===== src/rtl/alu_pkg.sv =====
// Shared definitions for the ALU command issuer: opcode map, widths,
// controller state encoding, FIFO entry layout and the result error rule.
package alu_pkg;

    localparam int OP_W    = 5;
    localparam int DATA_W  = 8;
    localparam int RES_W   = 16;
    localparam int ENTRY_W = 2 * DATA_W + OP_W;

    // Opcode map understood by the downstream ALU
    localparam logic [OP_W-1:0] OP_ADD    = 5'd0;
    localparam logic [OP_W-1:0] OP_SUB    = 5'd1;
    localparam logic [OP_W-1:0] OP_MUL    = 5'd2;
    localparam logic [OP_W-1:0] OP_DIV    = 5'd3;
    localparam logic [OP_W-1:0] OP_AND    = 5'd4;
    localparam logic [OP_W-1:0] OP_OR     = 5'd5;
    localparam logic [OP_W-1:0] OP_XOR    = 5'd6;
    localparam logic [OP_W-1:0] OP_NOT_A  = 5'd7;
    localparam logic [OP_W-1:0] OP_SHL    = 5'd8;
    localparam logic [OP_W-1:0] OP_SHR    = 5'd9;
    localparam logic [OP_W-1:0] OP_ROL    = 5'd10;
    localparam logic [OP_W-1:0] OP_ROR    = 5'd11;
    localparam logic [OP_W-1:0] OP_MOD    = 5'd12;
    localparam logic [OP_W-1:0] OP_INC_A  = 5'd13;
    localparam logic [OP_W-1:0] OP_DEC_A  = 5'd14;
    localparam logic [OP_W-1:0] OP_NEG_A  = 5'd15;
    localparam logic [OP_W-1:0] OP_PASS_A = 5'd16;
    localparam logic [OP_W-1:0] OP_PASS_B = 5'd17;
    localparam logic [OP_W-1:0] OP_MIN    = 5'd18;
    localparam logic [OP_W-1:0] OP_MAX    = 5'd19;
    localparam logic [OP_W-1:0] OP_EQ     = 5'd20;
    localparam logic [OP_W-1:0] OP_LT     = 5'd21;
    localparam logic [OP_W-1:0] OP_ABS_A  = 5'd22;
    localparam logic [OP_W-1:0] OP_ABS_B  = 5'd23;

    // Highest opcode the ALU implements; anything above is flagged
    localparam logic [OP_W-1:0] OP_LAST   = OP_ABS_B;

    typedef enum logic [1:0] {
        IDLE  = 2'd0,
        ISSUE = 2'd1,
        DONE  = 2'd2
    } state_t;

    // One queued command, as stored in the FIFO (a in the MSBs)
    typedef struct packed {
        logic [DATA_W-1:0] a;
        logic [DATA_W-1:0] b;
        logic [OP_W-1:0]   cmd;
    } cmd_entry_t;

    // Result error: divide/modulo with a zero divisor, or an unknown opcode
    function automatic logic cmd_error(input logic [OP_W-1:0]   cmd,
                                       input logic [DATA_W-1:0] b);
        logic by_zero;
        logic bad_op;
        by_zero = ((cmd == OP_DIV) || (cmd == OP_MOD)) && (b == {DATA_W{1'b0}});
        bad_op  = (cmd > OP_LAST);
        return by_zero || bad_op;
    endfunction

endpackage


===== src/rtl/alu_cmd_fifo.sv =====
// Command FIFO for the ALU issuer. Show-ahead read (rdata is the head entry),
// push ignored when full, pop ignored when empty, pointers wrap modulo DEPTH.
module alu_cmd_fifo
    import alu_pkg::*;
#(
    parameter int DEPTH = 4,
    parameter int CW    = $clog2(DEPTH) + 1,
    parameter int W     = ENTRY_W
) (
    input  logic          clk,
    input  logic          rst,
    input  logic          push,
    input  logic [W-1:0]  wdata,
    input  logic          pop,
    output logic [W-1:0]  rdata,
    output logic          full,
    output logic          empty,
    output logic [CW-1:0] count
);

    localparam int AW = (DEPTH > 1) ? $clog2(DEPTH) : 1;
    localparam logic [AW-1:0] PTR_STEP = AW'(1);
    localparam logic [CW-1:0] CNT_STEP = CW'(1);
    localparam logic [CW-1:0] CNT_FULL = CW'(DEPTH);
    localparam logic [CW-1:0] CNT_ZERO = CW'(0);

    logic [W-1:0]  mem_r [DEPTH];
    logic [AW-1:0] wr_ptr_r;
    logic [AW-1:0] rd_ptr_r;
    logic [CW-1:0] count_r;
    logic          push_ok_s;
    logic          pop_ok_s;

    assign full      = (count_r == CNT_FULL);
    assign empty     = (count_r == CNT_ZERO);
    assign push_ok_s = push && !full;
    assign pop_ok_s  = pop && !empty;
    assign rdata     = mem_r[rd_ptr_r];
    assign count     = count_r;

    // Entry storage: written at the tail on an accepted push
    always_ff @(posedge clk or posedge rst) begin
        if (rst) begin
            for (int i = 0; i < DEPTH; i++) begin
                mem_r[i] <= {W{1'b0}};
            end
        end else if (push_ok_s) begin
            mem_r[wr_ptr_r] <= wdata;
        end
    end

    // Tail and head pointers, wrapping naturally at the power-of-two depth
    always_ff @(posedge clk or posedge rst) begin
        if (rst) begin
            wr_ptr_r <= {AW{1'b0}};
            rd_ptr_r <= {AW{1'b0}};
        end else begin
            if (push_ok_s) begin
                wr_ptr_r <= wr_ptr_r + PTR_STEP;
            end
            if (pop_ok_s) begin
                rd_ptr_r <= rd_ptr_r + PTR_STEP;
            end
        end
    end

    // Occupancy: simultaneous push and pop leaves it unchanged
    always_ff @(posedge clk or posedge rst) begin
        if (rst) begin
            count_r <= CNT_ZERO;
        end else begin
            case ({push_ok_s, pop_ok_s})
                2'b10:   count_r <= count_r + CNT_STEP;
                2'b01:   count_r <= count_r - CNT_STEP;
                default: count_r <= count_r;
            endcase
        end
    end

endmodule


===== src/rtl/alu_cmd_issuer.sv =====
// ALU command issuer: queues {a, b, opcode} commands, presents one at a time
// to an external ALU, enables its tri-state output for a single cycle,
// captures the result and holds it on a valid/ready result port.
module alu_cmd_issuer
    import alu_pkg::*;
#(
    parameter int DEPTH = 4,
    parameter int CW    = $clog2(DEPTH) + 1
) (
    input  logic              clk,
    input  logic              rst,
    input  logic              in_valid,
    output logic              in_ready,
    input  logic [DATA_W-1:0] in_a,
    input  logic [DATA_W-1:0] in_b,
    input  logic [OP_W-1:0]   in_cmd,
    output logic [DATA_W-1:0] alu_a,
    output logic [DATA_W-1:0] alu_b,
    output logic [OP_W-1:0]   alu_command,
    output logic              alu_enable,
    input  logic [RES_W-1:0]  alu_y,
    output logic              res_valid,
    input  logic              res_ready,
    output logic [RES_W-1:0]  res_data,
    output logic [OP_W-1:0]   res_cmd,
    output logic              res_err,
    output logic [CW-1:0]     count
);

    state_t            state_r;
    state_t            state_nxt_s;

    cmd_entry_t        wr_entry_s;
    cmd_entry_t        rd_entry_s;
    logic              fifo_full_s;
    logic              fifo_empty_s;
    logic [CW-1:0]     fifo_count_s;
    logic              push_s;
    logic              pop_s;
    logic              capture_s;
    logic              in_ready_s;

    logic [DATA_W-1:0] op_a_r;
    logic [DATA_W-1:0] op_b_r;
    logic [OP_W-1:0]   op_cmd_r;
    logic              alu_enable_r;
    logic              res_valid_r;
    logic [RES_W-1:0]  res_data_r;
    logic [OP_W-1:0]   res_cmd_r;
    logic              res_err_r;

    // Acceptance depends only on FIFO space, never on a same-cycle pop;
    // held low while reset is asserted.
    assign in_ready_s = !fifo_full_s && !rst;
    assign push_s     = in_valid && in_ready_s;
    assign wr_entry_s = {in_a, in_b, in_cmd};

    alu_cmd_fifo #(
        .DEPTH (DEPTH),
        .CW    (CW),
        .W     (ENTRY_W)
    ) u_fifo (
        .clk   (clk),
        .rst   (rst),
        .push  (push_s),
        .wdata (wr_entry_s),
        .pop   (pop_s),
        .rdata (rd_entry_s),
        .full  (fifo_full_s),
        .empty (fifo_empty_s),
        .count (fifo_count_s)
    );

    // Controller state register
    always_ff @(posedge clk or posedge rst) begin
        if (rst) begin
            state_r <= IDLE;
        end else begin
            state_r <= state_nxt_s;
        end
    end

    // Next-state logic plus pop/capture strobes; DONE pops straight into
    // ISSUE so a busy queue sustains one result every two cycles.
    always_comb begin
        state_nxt_s = state_r;
        pop_s       = 1'b0;
        capture_s   = 1'b0;
        case (state_r)
            IDLE: begin
                if (!fifo_empty_s) begin
                    pop_s       = 1'b1;
                    state_nxt_s = ISSUE;
                end else begin
                    state_nxt_s = IDLE;
                end
            end
            ISSUE: begin
                capture_s   = 1'b1;
                state_nxt_s = DONE;
            end
            DONE: begin
                if (res_ready) begin
                    if (!fifo_empty_s) begin
                        pop_s       = 1'b1;
                        state_nxt_s = ISSUE;
                    end else begin
                        state_nxt_s = IDLE;
                    end
                end else begin
                    state_nxt_s = DONE;
                end
            end
            default: begin
                state_nxt_s = IDLE;
            end
        endcase
    end

    // Output strobes registered from the next state so they are glitch-free
    always_ff @(posedge clk or posedge rst) begin
        if (rst) begin
            alu_enable_r <= 1'b0;
            res_valid_r  <= 1'b0;
        end else begin
            alu_enable_r <= (state_nxt_s == ISSUE);
            res_valid_r  <= (state_nxt_s == DONE);
        end
    end

    // Operand registers: loaded from the FIFO head on every pop
    always_ff @(posedge clk or posedge rst) begin
        if (rst) begin
            op_a_r   <= {DATA_W{1'b0}};
            op_b_r   <= {DATA_W{1'b0}};
            op_cmd_r <= {OP_W{1'b0}};
        end else if (pop_s) begin
            op_a_r   <= rd_entry_s.a;
            op_b_r   <= rd_entry_s.b;
            op_cmd_r <= rd_entry_s.cmd;
        end
    end

    // Result capture: the ALU bus is only sampled while its output is enabled
    always_ff @(posedge clk or posedge rst) begin
        if (rst) begin
            res_data_r <= {RES_W{1'b0}};
            res_cmd_r  <= {OP_W{1'b0}};
            res_err_r  <= 1'b0;
        end else if (capture_s) begin
            res_data_r <= alu_y;
            res_cmd_r  <= op_cmd_r;
            res_err_r  <= cmd_error(op_cmd_r, op_b_r);
        end
    end

    assign in_ready    = in_ready_s;
    assign alu_a       = op_a_r;
    assign alu_b       = op_b_r;
    assign alu_command = op_cmd_r;
    assign alu_enable  = alu_enable_r;
    assign res_valid   = res_valid_r;
    assign res_data    = res_data_r;
    assign res_cmd     = res_cmd_r;
    assign res_err     = res_err_r;
    assign count       = fifo_count_s;

endmodule


===== config.mk =====
export PLATFORM = sky130hd
export DESIGN_NAME = alu_cmd_issuer
export DESIGN_NICKNAME = d
export VERILOG_FILES = /design/src/rtl/alu_pkg.sv /design/src/rtl/alu_cmd_fifo.sv /design/src/rtl/alu_cmd_issuer.sv
export SDC_FILE = /design/constraint.sdc
export NUM_CORES = 1
export LEC_CHECK = 0
export ABC_CLOCK_PERIOD_IN_PS = 7000
export CORE_ASPECT_RATIO = 1.2
export CORE_MARGIN = 1
export CORE_UTILIZATION = 40
export CTS_BUF_LIST = sky130_fd_sc_hd__clkbuf_4 sky130_fd_sc_hd__clkbuf_8 sky130_fd_sc_hd__clkbuf_16
export DETAILED_ROUTE_END_ITERATION = 7
export PLACE_DENSITY = 0.63
export SLEW_MARGIN = 20
export SYNTH_ARGS = -nofsm -noshare
export SYNTH_HDL_FRONTEND = slang
export SYNTH_HIERARCHICAL = 1
export SYNTH_SLANG_ARGS = --single-unit

===== constraint.sdc =====
create_clock -name clk -period 7 [get_ports clk]
set_input_delay 1.4 -clock clk [delete_from_list [all_inputs] [get_ports clk]]
set_output_delay 1.4 -clock clk [all_outputs]
set_load 0.01 [all_outputs]

=== Word level (Yosys, flattened, before mapping) ===
Cells that the tools add are included.

* Bits in registers: 138
* Input port bits: 41
* Logic and storage cells: 64

* Add/subtract/negate cells: 4
* Order comparisons: 4
* Equality and inequality tests: 9
* Mux-type cells: 14
* Bitwise logic cells: 2
* Reduce and logical (&&, ||, !) cells: 15

{| class="wikitable"
|+ Operator list
! kind !! count
|-
| $bwmux W84 || 1
|-
| $mux W21 || 3
|-
| $bmux W21 S2 || 1
|-
| $demux W21 S2 || 1
|-
| $logic_not A8 Y1 || 1
|-
| $eq A2 B1 Y1 const B || 3
|-
| $eq A2 B2 Y1 const B || 3
|-
| $ge A3 B3 Y1 const B || 2
|-
| $logic_and A1 B1 Y1 || 6
|-
| $not A2 Y3 || 2
|-
| $pmux W2 S3 || 1
|-
| $pmux W3 S2 || 1
|-
| $eq A5 B2 Y1 const B || 1
|-
| $eq A5 B4 Y1 const B || 1
|-
| $gt A5 B5 Y1 const B || 1
|-
| $add A2 B1 Y2 const B || 2
|-
| $mux W1 || 4
|-
| $add A3 B1 Y3 const B || 1
|-
| $eq A3 B3 Y1 const B || 1
|-
| $logic_not A1 Y1 || 3
|-
| $logic_not A3 Y1 || 1
|-
| $lt A3 B1 Y1 const B || 1
|-
| $sub A3 B1 Y3 const B || 1
|-
| $logic_not A2 Y1 || 1
|-
| 4 further kinds || 5
|}

=== Longest topological paths before layout ===
Gate-level depths: netlist of run 1.

* Depth in word-level cells: 7
* Mapped depth: 10

=== By module ===
Netlist of run 1, hierarchy kept.

{| class="wikitable"
|+ Modules (own cells, without submodules)
! module !! instances !! cells each !! area each (um2) !! sequential area each (um2)
|-
| alu_cmd_fifo || 1 || 243 || 4063.9 || 2277.2
|-
| alu_cmd_issuer || 1 || 115 || 1890.6 || 1176.1
|}

=== Worst setup path before layout of run 1 ===
Ideal clock, no wire load.

* Path type: input-to-reg
* From: in res_ready
* To: reg u_fifo.count_r[2] (netlist: u_fifo/count[2])
* Data arrival time: 3.128 ns
* Data required time: 6.921 ns
* Setup slack: 3.793 ns
* Stages on the path: 10
* Path buffers: 1
* Cell sequence: nand2b_4 nor3b_4 buf_6 o31a_1 ha_1 inv_1 fa_1 xor2_1 nor2_1 xor2_1

* Longest elaborated chain between the ends: 5

{| class="wikitable"
|+ Ends and longest elaborated chain
! item !! RTL line !! source
|-
| start, declared || alu_cmd_issuer.sv:23 || <nowiki>input logic res_ready,</nowiki>
|-
| $mux W1 * || alu_cmd_issuer.sv:103 || <nowiki>if (res_ready) begin</nowiki>
|-
| $pmux W1 S2 * || alu_cmd_issuer.sv:89 || <nowiki>case (state_r)</nowiki>
|-
| net pop_s || alu_cmd_issuer.sv:39 || <nowiki>logic pop_s;</nowiki>
|-
| $logic_and A1 B1 Y1 * || alu_cmd_fifo.sv:37 || <nowiki>assign pop_ok_s = pop && !empty;</nowiki>
|-
| net u_fifo.pop_ok_s || alu_cmd_fifo.sv:32 || <nowiki>logic pop_ok_s;</nowiki>
|-
| $eq A2 B1 Y1 or $eq A2 B2 Y1 (tied branches) || alu_cmd_fifo.sv:72 || <nowiki>case ({push_ok_s, pop_ok_s})</nowiki>
|-
| $pmux W3 S2 or $reduce_bool A2 Y1 (tied branches) || n/a ||
|-
| end signal, assigned || alu_cmd_fifo.sv:73 || <nowiki>2'b10: count_r <= count_r + CNT_STEP;</nowiki>
|-
| end signal, assigned || alu_cmd_fifo.sv:74 || <nowiki>2'b01: count_r <= count_r - CNT_STEP;</nowiki>
|-
| end signal, assigned || alu_cmd_fifo.sv:75 || <nowiki>default: count_r <= count_r;</nowiki>
|-
| end, declared || alu_cmd_fifo.sv:30 || <nowiki>logic [CW-1:0] count_r;</nowiki>
|}

Mark *: on every way through the listed nets, which the timed path passes. The rest lies on a longest branch.
A chain may end at the register's enable or synchronous reset.

=== Worst setup path in the final report of run 1 ===
* From: in rst
* To: out in_ready

* Longest elaborated chain between the ends: 2

{| class="wikitable"
|+ Ends and longest elaborated chain
! item !! RTL line !! source
|-
| start, declared || alu_cmd_issuer.sv:11 || <nowiki>input logic rst,</nowiki>
|-
| $logic_not A1 Y1 (no source line) || n/a ||
|-
| $logic_and A1 B1 Y1 || alu_cmd_issuer.sv:54 || <nowiki>assign in_ready_s = !fifo_full_s && !rst;</nowiki>
|-
| end, declared || alu_cmd_issuer.sv:13 || <nowiki>output logic in_ready,</nowiki>
|}

No other way between the ends.

==> results.md, run 1 <==
- Pre-CTS setup slack: 3.05 ns
- Total Routing Usage GR: 17.2%
- Max_slew headroom: 45.1%
- Clock transition at path regs: 0.05 ns
- Post-synthesis area per instance: 16.6 um2
- Share of cells above drive strength 1: 41.7%
- Synthesized net count: 405
- Synth Instances: 358
- Max Cap Viol: 0
- Total core area: 0.0145 mm2
- Yosys top cell by area: dfrtp_1
- Clock Latency Late Sink: 0.42 ns
- Largest net degree at the start of global routing: 92
- Met2 Usage GRT: 27.3%
- WL per Instance: 17.8 um
- Post-CTS Setup Bufs: 0
- Vias per cell: 4.99
- CP endpoint: in_ready
- DR vias: 3332
- Die Y: 136 um
- Leakage: 3.23 nW
- Max Freq: 253 MHz
- Area contributors post-synth: dfrtp_1, mux2_2, mux4_2
- Critical Path RT: 5.60 ns
- Setup CP Type: primary input to primary output
- Final WS setup: 3.05 ns
- Clk_skew: 0.00665 ns
- Root Buffer: clkbuf_16
- Cts repair resizes: 0
- Hpwl dp: 7760 um
- Register area share after synthesis: 58.0%
- IO Count: 90
- Global-route met3 utilization: 4.34%
- Post-route insts no fill: 668
- Netlist cell types: 27
- Worst R2R Path Depth: 10
- Antenna violations before repair: 0
- Die Width: 113 um
- RR Endpoint: u_fifo/count[2]
- Worst vdd ir: 216 uV
- Clock Path Buffers: 2
- CTS Buf Count: 17
- Routed WL: 11900 um
- Vias in the first global route: 3668
- Status: finished clean
- Final Setup Violations: 0
- Final #Nets: 504
- Max-slew violations: 0
- Data arrival, critical path: 2.55 ns
- Diode count: 0
- # H-tree levels: 4
- Hold_ws: 0.479 ns
- Final antenna-violating net count: 0
- Period utilisation layout: 56.4%
- # rows: 48
- Dpl cells: 638
- Clock sinks: 138
- Initial core utilization: 41.1%
- Busiest grt layer: met2
- Nature of the critical path startpoint: primary input
- GPL Wtd Cong: 0.699
- Top cell type's share of synthesized area: 58.0%
- Reg2reg start: u_fifo/count[0]
- Worst Max-Slew Pin Slew: 0.824 ns
- RSZ-0062 raised after global routing: no
- Commonest non-fill, non-tap cells in the layout: dfrtp_1, mux2_2, clkdlybuf4s50_1
- Die ar.: 0.0154 mm2
- Total grt overflow: 0
- First-pass GRT wire length: 19600 um
- Crit path from: rst
- Worst Setup End Kind: primary output
- Layout area overhead: 27.8%
- Fin Setup TNS: 0 ns
- R2R setup slack: 4.30 ns
- DR pass1 iterations: 3
- HP Class: flip-flop to flip-flop
- DRC viols: 0
- Met1 GRT Util: 22.1%
- PortBufs: 89
- Synth warn: 6
- Min Clock Period, post-route: 3.95 ns
- Final core utilization: 52.6%
- CTS tree: built
- Final count of hold timing violations: 0
- Mapped Area: 0.00595 mm2
- Seq cells post-synth: 138
- Cts hold-fix bufs: 0
- Commonest non-fill, non-tap cell in the layout: dfrtp_1
- Maximum fanout along the worst path: 3
- Total power per unit cell area: 507 mW/mm2
- DRT iter0 DRCs: 158
[per-layer routing]
metal / wire length [um] / share of wire (%)
met1: 5330 / 45
met2: 5750 / 48
met3: 562 / 4.7
met4: 232 / 2.0
met5: 0 / 0
[how the worst min path moves through the flow]
stage	start	end	slack [ns]	depth (start not counted)
2_1_floorplan	u_fifo/mem_r[21]	u_fifo/mem_r[21]	0.48	1
3_3_place_gp	res_cmd[2]	res_cmd[2]	0.47	2
3_5_place_dp	res_cmd[2]	res_cmd[2]	0.47	2
4_1_cts	res_cmd[2]	res_cmd[2]	0.48	2
5_1_grt	res_err	res_err	0.51	2
6_report	res_cmd[2]	res_cmd[2]	0.48	2
[flip-flops by register name (all words and copies together) (netlist names), 2 cells and up]
signal           count
alu_a                8
alu_b                8
alu_command          5
res_cmd              5
res_data            16
state_r              2
u_fifo/count         3
u_fifo/mem_r        84
u_fifo/rd_ptr_r      2
u_fifo/wr_ptr_r      2
[synthesized netlist by cell type, drive strengths merged]
| cell | n |
|---|---|
| nor4 | 2 |
| a31oi | 2 |
| xor2 | 3 |
| xnor2 | 3 |
| nand2b | 3 |
| ha | 5 |
| dfrtp | 138 |
| fa | 1 |
| o31ai | 2 |
| mux4 | 21 |
| nor3b | 4 |
| buf | 18 |
| nor3 | 1 |
| mux2 | 125 |
| and2 | 1 |
| o21ai | 4 |
| inv | 8 |
| nand2 | 8 |
| nor2 | 7 |
| o31a | 1 |
| mux2i | 1 |
[kinds of logic after synthesis]
group / after synthesis / synth area share, %
compound gates: 9 / 0.946
xor+xnor: 6 / 0.883
fa+ha+maj: 6 / 1.39
buf+inv: 26 / 3.49
flops: 138 / 58.0
mux: 147 / 32.6
simple gates: 26 / 2.67
[worst max-delay path, cell delays in order]
cell             delay [ns]
clkdlybuf4s50_1        0.47
nor2_1                 0.14
clkdlybuf4s50_1        0.55
[per-stage QoR]
step / area (um2) / power (mW)
6_report: 7610 / 3.86
5_1_grt: 7610 / 4.10
4_1_cts: 7610 / 3.92
3_5_place_dp: 7000 / 2.98
3_3_place_gp: 7000 / 2.92
2_1_floorplan: 5950 / 2.48
[area by class of cell]
| cell class | count | area, um2 |
|---|---|---|
| Clock buffer | 23 | 495 |
| Clock inverter | 7 | 115 |
| Fill cell | 1233 | 6860 |
| Inverter | 8 | 31.3 |
| Multi-Input combinational cell | 194 | 2300 |
| Sequential cell | 138 | 3450 |
| Tap cell | 200 | 250 |
| Timing Repair Buffer | 98 | 962 |
[where the power goes]
part / internal, mW / switching [mW] / leakage, nW
registers: 1.21 / 0.270 / 1.66
clock network: 0.600 / 0.320 / 0.298
logic: 0.946 / 0.519 / 1.27
total: 2.75 / 1.11 / 3.23
(Power assumes the default switching activity.)
==> inputs of run 2 (changes only) <==
--- a/config.mk
+++ b/config.mk
@@ -5,13 +5,13 @@
 export SDC_FILE = /design/constraint.sdc
 export NUM_CORES = 1
 export LEC_CHECK = 0
-export ABC_CLOCK_PERIOD_IN_PS = 7000
+export ABC_CLOCK_PERIOD_IN_PS = 3200
 export CORE_ASPECT_RATIO = 1.2
 export CORE_MARGIN = 1
 export CORE_UTILIZATION = 40
 export CTS_BUF_LIST = sky130_fd_sc_hd__clkbuf_4 sky130_fd_sc_hd__clkbuf_8 sky130_fd_sc_hd__clkbuf_16
 export DETAILED_ROUTE_END_ITERATION = 7
-export PLACE_DENSITY = 0.63
+export PLACE_DENSITY = 0.65
 export SLEW_MARGIN = 20
 export SYNTH_ARGS = -nofsm -noshare
 export SYNTH_HDL_FRONTEND = slang
==> constraint.sdc (replaced) <==
create_clock -name clk -period 3.2 [get_ports clk]
set_input_delay 0.64 -clock clk [delete_from_list [all_inputs] [get_ports clk]]
set_output_delay 0.64 -clock clk [all_outputs]
set_load 0.01 [all_outputs]
==> results.md, run 2 (synthesis results as in run 1) <==
- Vias in the first global route: 3662
- Routed WL: 11900 um
- PortBufs: 89
- Final Setup Violations: 0
- Clock Latency Late Sink: 0.42 ns
- Critical Path RT: 2.56 ns
- Total core area: 0.0145 mm2
- Min Clock Period, post-route: 2.51 ns
- Period utilisation layout: 78.4%
- Commonest non-fill, non-tap cells in the layout: dfrtp_1, mux2_2, clkdlybuf4s50_1
- Hold_ws: 0.495 ns
- Reg with most FFs: u_fifo/mem_r
- GPL Wtd Cong: 0.708
- Data arrival, critical path: 1.87 ns
- Post-CTS Setup Bufs: 0
- RSZ-0062 raised after global routing: no
- Vias per cell: 4.98
- Die Y: 136 um
- Commonest non-fill, non-tap cell in the layout: dfrtp_1
- Share of cells above drive strength 1: 42.4%
- Fin Setup TNS: 0 ns
- IO Count: 90
- Antenna violations before repair: 0
- Clock transition at path regs: 0.06 ns
- First-pass GRT wire length: 19700 um
- Cts hold-fix bufs: 0
- Max-slew violations: 0
- DR top layer: met4
- WL per Instance: 17.6 um
- DRC viols: 0
- Flop pwr share: 36.4%
- Clock Path Buffers: 2
- Sw frac: 28.3%
- # H-tree levels: 4
- CTS Buf Count: 17
- Maximum fanout along the worst path: 6
- Max FFs per register: 84
- Cts repair resizes: 0
- Top cell family by delay on the critical path: simple AND/OR/NAND/NOR gates
- Status: finished clean
- Die Width: 113 um
- Cell Area, Placed: 0.00705 mm2
- # rows: 48
- DR WL met2: 6000 um
- CTS tree: built
- Post-layout power: 8.75 mW
- HP Class: flip-flop to flip-flop
- Met3 routed WL: 532 um
- Final count of hold timing violations: 0
- Total Routing Usage GR: 17.1%
- Worst Setup End Kind: primary output
- Worst vdd ir: 476 uV
- M1 WL: 5220 um
- Root Buffer: clkbuf_16
- Die ar.: 0.0154 mm2
- Worst path cell trace: nor3b_4 -> nor2_1 -> clkdlybuf4s50_1
- Final antenna-violating net count: 0
- Clock sinks: 138
- Initial core utilization: 41.1%
- Final #Nets: 510
- Total power per unit cell area: 1130 mW/mm2
- Clk pwr share: 26.2%
- Max Freq: 398 MHz
- Layout area overhead: 30.2%
- DRT iter0 DRCs: 113
- Leakage: 3.31 nW
- Buf+Inv Stages, Crit Path: 1
- Part of the power in combinational logic: 37.4%
- Dpl cells: 644
- Clk_skew: 0.0144 ns
- Worst Max-Slew Pin Slew: 0.876 ns
- Hpwl dp: 7970 um
- DR pass1 iterations: 4
- Setup CP Type: flip-flop to primary output
- Max_slew headroom: 41.6%
- Nature of the critical path startpoint: flip-flop
- Largest net degree at the start of global routing: 48
- CP max-delay cell: clkdlybuf4s50_1
- Final Cell Area: 0.00775 mm2
- Post-route insts no fill: 676
- Diode count: 0
- Slowest Stage Delay on Critical Path: 0.49 ns
- DR vias: 3369
- Internal: 6.28 mW
- Max Cap Viol: 0
- Total grt overflow: 0
- Sw Pwr: 2.47 mW
-- run 2: layer usage --
metal,GRT usage [%],vias to the layer above
li1,-,1506
met1,21.2,1769
met2,28.7,84
met3,5.28,10
met4,5.04,0
met5,0,-
-- run 2: worst paths after layout --
path	from	to	slack, ns	depth (start not counted)
setup / recovery	u_fifo/count[0]	in_ready	0.69	3
hold / removal	res_err	res_err	0.50	2
setup reg to reg	u_fifo/count[0]	u_fifo/count[2]	0.71	10
hold reg to reg	res_err	res_err	0.50	2
max in group asynchronous	rst	u_fifo/mem_r[74]	1.83	3
min in group asynchronous	rst	u_fifo/wr_ptr_r[1]	0.67	2
-- run 2: power by group through the flow --
stage                     Combinational, mW  Sequential, mW  Clock, mW
after CTS                              3.34            3.20       2.34
after global placement                 3.24            3.17          0
final                                  3.28            3.18       2.29
after detailed placement               3.31            3.23          0
after global routing                   3.55            3.32       2.42
after floorplan                        2.23            3.19          0
-- run 2: area by class of cell --
cell class,count,area (um2)
inverter,8,31.3
clock inverter,15,270
sequential,138,3450
tap,200,250
fill,1214,6720
clock buffer,17,425
timing repair buffer,104,1020
multi-input combinational,194,2300
-- run 2: metrics by stage --
stage	util [%]	setup slack, ns
2_1_floorplan	-	0.196
3_3_place_gp	48.7	0.420
3_5_place_dp	48.7	0.388
4_1_cts	53.5	0.660
5_1_grt	53.5	0.561
6_report	53.5	0.690
-- run 2: worst register-to-register path: stages (launching register included) --
cell      delay (ns)
dfrtp_1         0.48
nor3b_4         0.39
nor2_1          0.10
and2_1          0.23
nand2b_1        0.17
ha_1            0.21
inv_1           0.06
fa_1            0.37
xor2_1          0.15
nor2_1          0.11
xor2_1          0.15
==> inputs of run 3 (changes only) <==
--- a/config.mk
+++ b/config.mk
@@ -5,13 +5,13 @@
 export SDC_FILE = /design/constraint.sdc
 export NUM_CORES = 1
 export LEC_CHECK = 0
-export ABC_CLOCK_PERIOD_IN_PS = 3200
+export ABC_CLOCK_PERIOD_IN_PS = 2600
 export CORE_ASPECT_RATIO = 1.2
 export CORE_MARGIN = 1
 export CORE_UTILIZATION = 40
 export CTS_BUF_LIST = sky130_fd_sc_hd__clkbuf_4 sky130_fd_sc_hd__clkbuf_8 sky130_fd_sc_hd__clkbuf_16
 export DETAILED_ROUTE_END_ITERATION = 7
-export PLACE_DENSITY = 0.65
+export PLACE_DENSITY = 0.63
 export SLEW_MARGIN = 20
 export SYNTH_ARGS = -nofsm -noshare
 export SYNTH_HDL_FRONTEND = slang
==> constraint.sdc (replaced) <==
create_clock -name clk -period 2.6 [get_ports clk]
set_input_delay 0.52 -clock clk [delete_from_list [all_inputs] [get_ports clk]]
set_output_delay 0.52 -clock clk [all_outputs]
set_load 0.01 [all_outputs]
==> results.md, run 3 (synthesis results as in run 1) <==
- Cts repair resizes: 0
- PortBufs: 89
- Final Cell Area: 0.00777 mm2
- Worst path cell trace: nor3_1 -> nor3b_4 -> o31a_1 -> ha_1 -> inv_1 -> fa_1 -> xor2_1 -> nor2_1 -> xor2_1
- Commonest non-fill, non-tap cells in the layout: dfrtp_1, mux2_2, clkdlybuf4s50_1
- Internal: 7.36 mW
- DRC viols: 0
- Largest net degree at the start of global routing: 37
- Buf+Inv Stages, Crit Path: 1
- Worst Setup End Kind: flip-flop
- Cell Area, Placed: 0.00719 mm2
- Total Routing Usage GR: 16.7%
- DR vias: 3350
- Vias in the first global route: 3632
- GPL Wtd Cong: 0.725
- Root Buffer: clkbuf_16
- Max Freq: 439 MHz
- Dpl cells: 650
- Antenna violations before repair: 0
- Final count of hold timing violations: 0
- Post-layout power: 10.4 mW
- Die ar.: 0.0154 mm2
- Critical Path RT: 2.93 ns
- # H-tree levels: 4
- Clock transition at path regs: 0.06 ns
- Routed WL: 11700 um
- Clock sinks: 138
- Total power per unit cell area: 1340 mW/mm2
- WL per Instance: 17.2 um
- Post-CTS Setup Bufs: 0
- Min Clock Period, post-route: 2.28 ns
- Sw Pwr: 3.04 mW
- Share of cells above drive strength 1: 43.2%
- Die Width: 113 um
- Sw frac: 29.2%
- Clk_skew: 0.00959 ns
- Final antenna-violating net count: 0
- Hpwl dp: 7940 um
- Clk pwr share: 22.1%
- Commonest non-fill, non-tap cell in the layout: dfrtp_1
- First-pass GRT wire length: 19300 um
- Total grt overflow: 0
- Leakage: 3.30 nW
- Clock Latency Late Sink: 0.41 ns
- Slowest Stage Delay on Critical Path: 0.52 ns
- Clock Path Buffers: 2
- IO Count: 90
- Maximum fanout along the worst path: 6
- CTS Buf Count: 17
- Status: finished clean
- Total core area: 0.0145 mm2
- Final Setup Violations: 0
- Setup CP Type: flip-flop to flip-flop
- Die Y: 136 um
- Max Cap Viol: 0
- DRT iter0 DRCs: 134
- Vias per cell: 4.91
- Worst path most repeated cell: xor2_1
- Max-slew violations: 0
- Initial core utilization: 41.1%
- Pre-CTS setup slack: -0.0349 ns
- CP max-delay cell: dfrtp_1
- Fin Setup TNS: 0 ns
- Layout area overhead: 30.5%
- Final #Nets: 516
- Data arrival, critical path: 2.61 ns
- Final WS setup: 0.324 ns
- Period utilisation layout: 87.5%
- DR pass1 iterations: 4
- RSZ-0062 raised after global routing: no
- HP Class: flip-flop to flip-flop
- Cts hold-fix bufs: 0
- Nature of the critical path startpoint: flip-flop
- Diode count: 0
- Part of the power in combinational logic: 40.2%
- # rows: 48
- Max FFs per register: 84
- Post-route insts no fill: 682
- Max_slew headroom: 54.1%
- CTS tree: built
- Worst vdd ir: 525 uV
- Worst Max-Slew Pin Slew: 0.688 ns
- Top cell family by delay on the critical path: simple AND/OR/NAND/NOR gates
- Flop pwr share: 37.8%
- Reg with most FFs: u_fifo/mem_r
==> run 3: cell types whose count changed in the layout (fill, tap and decap cells not counted), sizes merged <==
| cell | before | now |
|---|---|---|
| buf | 15 | 21 |
| clkinvlp | 2 | 5 |
| bufinv | 7 | 2 |
| clkinv | 5 | 9 |
| inv | 9 | 7 |
==> run 3: path summary, 6_finish.rpt <==
kind / start / end / slack [ns] / depth (start not counted)
worst min-delay path: res_cmd[2] / res_cmd[2] / 0.49 / 2
worst min register to register: res_cmd[2] / res_cmd[2] / 0.49 / 2
worst max register to register: u_fifo/count[0] / u_fifo/count[2] / 0.32 / 9
worst max-delay path: u_fifo/count[0] / u_fifo/count[2] / 0.32 / 9
max in group asynchronous: rst / u_fifo/mem_r[0] / 1.34 / 4
min in group asynchronous: rst / alu_b[6] / 0.59 / 3
==> run 3: area by class of cell <==
| class | instances | area (um2) |
|---|---|---|
| multi-input cells | 194 | 2300 |
| clock inverters | 15 | 154 |
| inverters | 8 | 33.8 |
| clock buffers | 17 | 425 |
| fillers | 1226 | 6710 |
| repair buffers | 110 | 1150 |
| flip-flops and latches | 138 | 3450 |
| well taps | 200 | 250 |
==> run 3: worst min-delay path, cell delays in order, from the launching register on <==
cell and delay (ns):
dfrtp_1 0.34, nand2_1 0.05, o21ai_0 0.06
==> run 3: power by group through the flow <==
stage | registers [mW] | clock network (mW) | logic, mW
floorplan | 3.93 | 0 | 2.74
global placement | 3.91 | 0 | 4.14
detailed placement | 3.97 | 0 | 4.22
CTS | 3.94 | 2.37 | 4.24
global route | 4.08 | 2.45 | 4.49
finish | 3.93 | 2.29 | 4.17
==> run 3: stage by stage <==
stage,utilization [%],hold WS (ns)
after detailed placement,49.7,0.483
final,53.7,0.489
after global placement,49.7,0.470
after floorplan,-,0.475
after global routing,53.7,0.509
after CTS,53.7,0.496
==> run 3: metal layers <==
metal	wire length, um	track usage (%)
met1	5350	21.3
met2	5770	27.8
met3	447	3.80
met4	153	6.14
met5	0	0
